--- config.mk ---
export PLATFORM = sky130hd
export DESIGN_NAME = btn_debounce_multi
export DESIGN_NICKNAME = d
export VERILOG_FILES = /design/src/rtl/btn_debounce_multi.sv
export SDC_FILE = /design/constraint.sdc
export NUM_CORES = 1
export LEC_CHECK = 0
export CORE_UTILIZATION = 30
export CTS_BUF_LIST = sky130_fd_sc_hd__clkbuf_8
export DETAILED_ROUTE_END_ITERATION = 16
export PLACE_DENSITY_LB_ADDON = 0.08
export SLEW_MARGIN = 0
export SYNTH_ARGS = -nofsm -noshare
export SYNTH_HDL_FRONTEND = slang
export SYNTH_SLANG_ARGS = --single-unit
--- constraint.sdc ---
create_clock -name CLK_50MHZ -period 2.5 [get_ports CLK_50MHZ]
set_input_delay 0.25 -clock CLK_50MHZ [delete_from_list [all_inputs] [get_ports CLK_50MHZ]]
set_output_delay 0.25 -clock CLK_50MHZ [all_outputs]
set_load 0.005 [all_outputs]
--- src/rtl/btn_debounce_multi.sv ---
// btn_debounce_multi: N-channel push-button conditioner.
// Each channel has a synchroniser, a debounce down-path counter and a
// 4-state FSM. It produces a registered clean level and 1-cycle
// press/release pulses.
// Optional feature macro: AUTOREPEAT_EN. When it is defined, extra press
// pulses are generated while a button stays held.
module btn_debounce_multi #(
  parameter int CHANNELS         = 4,
  parameter int CLK_HZ           = 50_000_000,
  parameter int DEBOUNCE_US      = 10_000,
  parameter int SYNC_STAGES      = 2,
  parameter int REPEAT_DELAY_US  = 500_000,
  parameter int REPEAT_PERIOD_US = 100_000
) (
  input  logic                CLK_50MHZ,
  input  logic                RST_N,
  input  logic [CHANNELS-1:0] BTN_IN,
  output logic [CHANNELS-1:0] BTN_LEVEL,
  output logic [CHANNELS-1:0] BTN_PRESS,
  output logic [CHANNELS-1:0] BTN_RELEASE,
  output logic                BTN_ANY
);

  // state        | meaning
  // IDLE         | debounced level 0, input agrees
  // PRESS_WAIT   | level 0, input has read 1 for cnt cycles
  // HELD         | debounced level 1, input agrees
  // RELEASE_WAIT | level 1, input has read 0 for cnt cycles

  localparam int DB_CYCLES = CLK_HZ / 1_000_000 * DEBOUNCE_US;
  localparam int CNT_W     = $clog2(DB_CYCLES + 1);
  localparam logic [CNT_W-1:0] CNT_LAST = CNT_W'(DB_CYCLES - 1);
  localparam logic [CNT_W-1:0] CNT_ONE  = CNT_W'(1);

`ifdef AUTOREPEAT_EN
  localparam int RPT_DELAY  = CLK_HZ / 1_000_000 * REPEAT_DELAY_US;
  localparam int RPT_PERIOD = CLK_HZ / 1_000_000 * REPEAT_PERIOD_US;
  localparam int RPT_MAX    = (RPT_DELAY > RPT_PERIOD) ? RPT_DELAY : RPT_PERIOD;
  localparam int RPT_W      = $clog2(RPT_MAX + 1);
  localparam logic [RPT_W-1:0] RPT_DELAY_LAST  = RPT_W'(RPT_DELAY - 1);
  localparam logic [RPT_W-1:0] RPT_PERIOD_LAST = RPT_W'(RPT_PERIOD - 1);
`endif

  typedef enum logic [1:0] {
    IDLE         = 2'd0,
    PRESS_WAIT   = 2'd1,
    HELD         = 2'd2,
    RELEASE_WAIT = 2'd3
  } state_t;

  // Next-cycle debounced level per channel.
  // BTN_ANY is registered from this signal so that it changes on the
  // same edge as BTN_LEVEL.
  logic [CHANNELS-1:0] level_d;

  if (CHANNELS < 1 || SYNC_STAGES < 2 || DB_CYCLES < 1 ||
      REPEAT_DELAY_US < 0 || REPEAT_PERIOD_US < 0) begin : g_bad_param
    $error("btn_debounce_multi: invalid parameter set");
  end

  for (genvar i = 0; i < CHANNELS; i++) begin : g_ch
    logic [SYNC_STAGES-1:0] sync_q;
    logic                   s;
    state_t                 state_q;
    logic [CNT_W-1:0]       cnt_q;
    logic                   cnt_done;
    logic                   level_q;
    logic                   press_q;
    logic                   release_q;
    logic                   rpt_fire;

    assign s        = sync_q[SYNC_STAGES-1];
    assign cnt_done = (cnt_q >= CNT_LAST);

    // Level after this edge.
    // RELEASE_WAIT still reports 1 until the release has been confirmed.
    assign level_d[i] = ((state_q == PRESS_WAIT) && s && cnt_done) ||
                        (state_q == HELD) ||
                        ((state_q == RELEASE_WAIT) && !(!s && cnt_done));

    // Metastability synchroniser for the raw button input.
    always_ff @(posedge CLK_50MHZ) begin
      if (!RST_N) sync_q <= '0;
      else        sync_q <= {sync_q[SYNC_STAGES-2:0], BTN_IN[i]};
    end

`ifdef AUTOREPEAT_EN
    logic [RPT_W-1:0] rpt_cnt_q;
    logic             rpt_started_q;

    // The first repeat waits RPT_DELAY cycles. Later repeats wait RPT_PERIOD cycles.
    assign rpt_fire = (state_q == HELD) && s &&
                      (rpt_started_q ? (rpt_cnt_q >= RPT_PERIOD_LAST)
                                     : (rpt_cnt_q >= RPT_DELAY_LAST));

    // Repeat timer.
    // It is held at zero outside a steady HELD, so every entry into HELD starts it fresh.
    always_ff @(posedge CLK_50MHZ) begin
      if (!RST_N || state_q != HELD || !s) begin
        rpt_cnt_q     <= '0;
        rpt_started_q <= 1'b0;
      end else if (rpt_fire) begin
        rpt_cnt_q     <= '0;
        rpt_started_q <= 1'b1;
      end else begin
        rpt_cnt_q     <= rpt_cnt_q + RPT_W'(1);
      end
    end
`else
    assign rpt_fire = 1'b0;
`endif

    // Debounce FSM with registered level and pulse outputs.
    always_ff @(posedge CLK_50MHZ) begin
      if (!RST_N) begin
        state_q   <= IDLE;
        cnt_q     <= '0;
        level_q   <= 1'b0;
        press_q   <= 1'b0;
        release_q <= 1'b0;
      end else begin
        level_q   <= level_d[i];
        press_q   <= 1'b0;
        release_q <= 1'b0;
        case (state_q)
          IDLE: begin
            if (s) begin
              state_q <= PRESS_WAIT;
              cnt_q   <= CNT_ONE;
            end
          end
          PRESS_WAIT: begin
            if (!s) begin
              state_q <= IDLE;
              cnt_q   <= '0;
            end else if (cnt_done) begin
              state_q <= HELD;
              cnt_q   <= '0;
              press_q <= 1'b1;
            end else begin
              cnt_q   <= cnt_q + CNT_ONE;
            end
          end
          HELD: begin
            if (!s) begin
              state_q <= RELEASE_WAIT;
              cnt_q   <= CNT_ONE;
            end else if (rpt_fire) begin
              press_q <= 1'b1;
            end
          end
          RELEASE_WAIT: begin
            if (s) begin
              state_q   <= HELD;
              cnt_q     <= '0;
            end else if (cnt_done) begin
              state_q   <= IDLE;
              cnt_q     <= '0;
              release_q <= 1'b1;
            end else begin
              cnt_q     <= cnt_q + CNT_ONE;
            end
          end
          default: begin
            state_q <= IDLE;
            cnt_q   <= '0;
          end
        endcase
      end
    end

    assign BTN_LEVEL[i]   = level_q;
    assign BTN_PRESS[i]   = press_q;
    assign BTN_RELEASE[i] = release_q;
  end

  // Any-button flag, registered alongside the per-channel levels.
  always_ff @(posedge CLK_50MHZ) begin
    if (!RST_N) BTN_ANY <= 1'b0;
    else        BTN_ANY <= |level_d;
  end

endmodule
==> flow_summary.yaml <==
status:
  status: "finished, final reports clean"
finish:
  nets: 631
  drive_above_1_share_pct: 6.869
  mostFrequentLayoutCells: "dfxtp_1, nand2_1, nor2_1"
  final_common_cell: "dfxtp_1"
  diodes: 0
  syn2layout_area_growth_pct: 12.69
  fin_util_pct: 35.10
drt:
  antenna_left: 0
  detail_route.wl_per_cell_um: 13.64
  first_pass_iters: 4
  vias: 4174
  via_per_inst: 4.957
  wirelength_um: 11490
  post-route-drc-count: 0
  dr.first_iter.drc_count: 226
worst_setup_path:
  required_ps: 2840
  crit_path_end_kind: "flip-flop"
  cp_max_fo: 14
  arrival_ps: 2710
  startpoint_type: "flip-flop"
  path_class: "reg -> reg"
cts:
  post_cts_buffers: 0
  clk_path_buf_depth: 2
  htreeDepth: 3
  cts_resized: 0
  clkLatencyLatePin_ps: 390
  cts_tree: "yes"
  clk_pin_slew_worst_paths_ps: 100
  numCtsBuffers: 9
  hold_buffers: 0
  cts.sinks: 105
  root_buffer: "clkbuf_8"
floorplanning:
  initial_core_util_pct: 31.15
  fp.dieW_um: 131.4
  num_rows: 46
  die_area_um2: 17250
  core_um2: 16120
  die-height_um: 131.4
  ioPinCount: 19
timing:
  rsz0062_at_grt: "no"
  period_share_pct: 94.82
  tightest_slew_ps: 584.5
  hold_violations: 0
  max_clock_freq_mhz: 421.8
  slew_viol_final: 0
  final.setup.tns_ps: 0
  setup_slack_ps: 129.4
  setup_violations: 0
  finalCriticalPeriod_ps: 2371
  slew_headroom_pct: 60.67
  finClkSkew_ps: 5.185
placement:
  port_buffers: 18
  gp_congestion: 0.7651
  hpwl_um: 7920
  place_ws_ps: 159.9
logic_synthesis:
  synthArstFlopShare_pct: 0
  synth_area_um2: 5020
  synth_edf_count: 0
  synth_fp_nets: 615
  ys.flop_type: "dfxtp_1"
  synth_warnings: 0
  synth.distinct_cells: 52
  syn_inst: 605
  ys_ff_latch: 105
  ys_seq_area_share_pct: 41.87
  syn_avg_cell_area_um2: 8.297
global_route:
  grt-ovfl-total: 0
  grt_usage_pct: 13.95
  grt_pass1_wl_um: 19540
  antenna_found_initial: 0
  grt_max_degree: 27
  grt_pass1_vias: 3964
power_and_ir_drop:
  ir_drop_mv: 0.2870
  fin_total_pwr_uw: 2911
  leakagePower_uw: 0.001985
  power.density_cell_area_nw_per_um2: 514.7
worst_hold_path:
  hold_path_class: "in -> reg"
flow_run:
  maxCapViolations: 0
[synth_stat cells, drive strengths merged (5+ instances only)]
cell | count | area share, %
nand4 | 20 | 2.5
dfxtp | 105 | 42
buf | 14 | 2.0
mux2i | 12 | 2.4
xnor2 | 10 | 1.7
clkbuf | 20 | 1.5
nor2 | 35 | 2.6
nand2 | 69 | 5.2
and2 | 12 | 1.5
inv | 23 | 1.7
or3 | 14 | 1.7
and3 | 19 | 2.4
nand3 | 31 | 3.1
a21o | 12 | 1.8
nor3b | 13 | 1.9
nor4 | 5 | 0.62
a21oi | 31 | 3.1
xor2 | 18 | 3.1
nor3 | 22 | 2.2
o21ai | 55 | 5.5
and4 | 6 | 1.0
[routing by layer]
metal / share of wire [%] / vias up / global-route usage [%]
met5: 0 / - / 0
met2: 44 / 37 / 21.96
met4: 1.4 / 0 / 4.974
li1: - / 2195 / -
met1: 52 / 1932 / 18.29
met3: 2.8 / 10 / 3.665
[power by group]
| part | internal (uW) | switching [uW] | leakage (uW) |
|---|---|---|---|
| clock network | 471 | 633 | 0.0000960 |
| logic | 43.8 | 68.1 | 0.00104 |
| registers | 1680 | 12.1 | 0.000848 |
[cell families (layout without fill, tap and decap cells)]
group | Yosys count | in the layout | share of synthesized area (%)
compound gates | 140 | 140 | 17.87
xor+xnor | 28 | 28 | 4.885
fa+ha+maj | 4 | 4 | 0.9970
buf+inv | 57 | 78 | 5.209
flops | 105 | 105 | 41.87
mux | 12 | 12 | 2.393
simple gates | 259 | 259 | 26.77
[flip-flops by register name, indices dropped and copies added, names as in the netlist, named ones only]
register	flops
g_ch.press_q	4
g_ch.sync_q	8
g_ch.state_q	4
g_ch.level_q	4
BTN_ANY	1
g_ch.release_q	4
g_ch.cnt_q	76
[stage by stage]
stage | std cells | instance area [um2] | hold WS, ps
floorplan | 605 | 5020 | 377.3
global placement | 826 | 5453 | 417.4
detailed placement | 826 | 5453 | 419.5
CTS | 842 | 5657 | 418.7
global route | 842 | 5657 | 415.8
finish | 842 | 5657 | 438.6
[area by class of cell]
| class | count | area, um2 |
|---|---|---|
| Clock inverter | 7 | 80.08 |
| Inverter | 23 | 86.33 |
| Tap cell | 216 | 270.3 |
| Clock buffer | 9 | 123.9 |
| Timing Repair Buffer | 39 | 337.8 |
| Sequential cell | 105 | 2102 |
| Multi-Input combinational cell | 443 | 2656 |
| Fill cell | 1686 | 10460 |
[critical path: stages (launching register included)]
cell	delay [ps]
dfxtp_1	360
or4_1	510
a221o_1	440
a211o_1	510
buf_4	230
nor3b_1	170
a21o_1	100
[worst paths after layout]
kind / start / slack [ps] / to / cells after the start
min: BTN_IN[0] / 440 / g_ch[0].sync_q[0] / 2
max: g_ch[2].cnt_q[10] / 130 / g_ch[2].cnt_q[7] / 6
min reg2reg: g_ch[1].sync_q[0] / 440 / g_ch[1].sync_q[1] / 1
max reg2reg: g_ch[2].cnt_q[10] / 130 / g_ch[2].cnt_q[7] / 6
(Power assumes the default switching activity.)
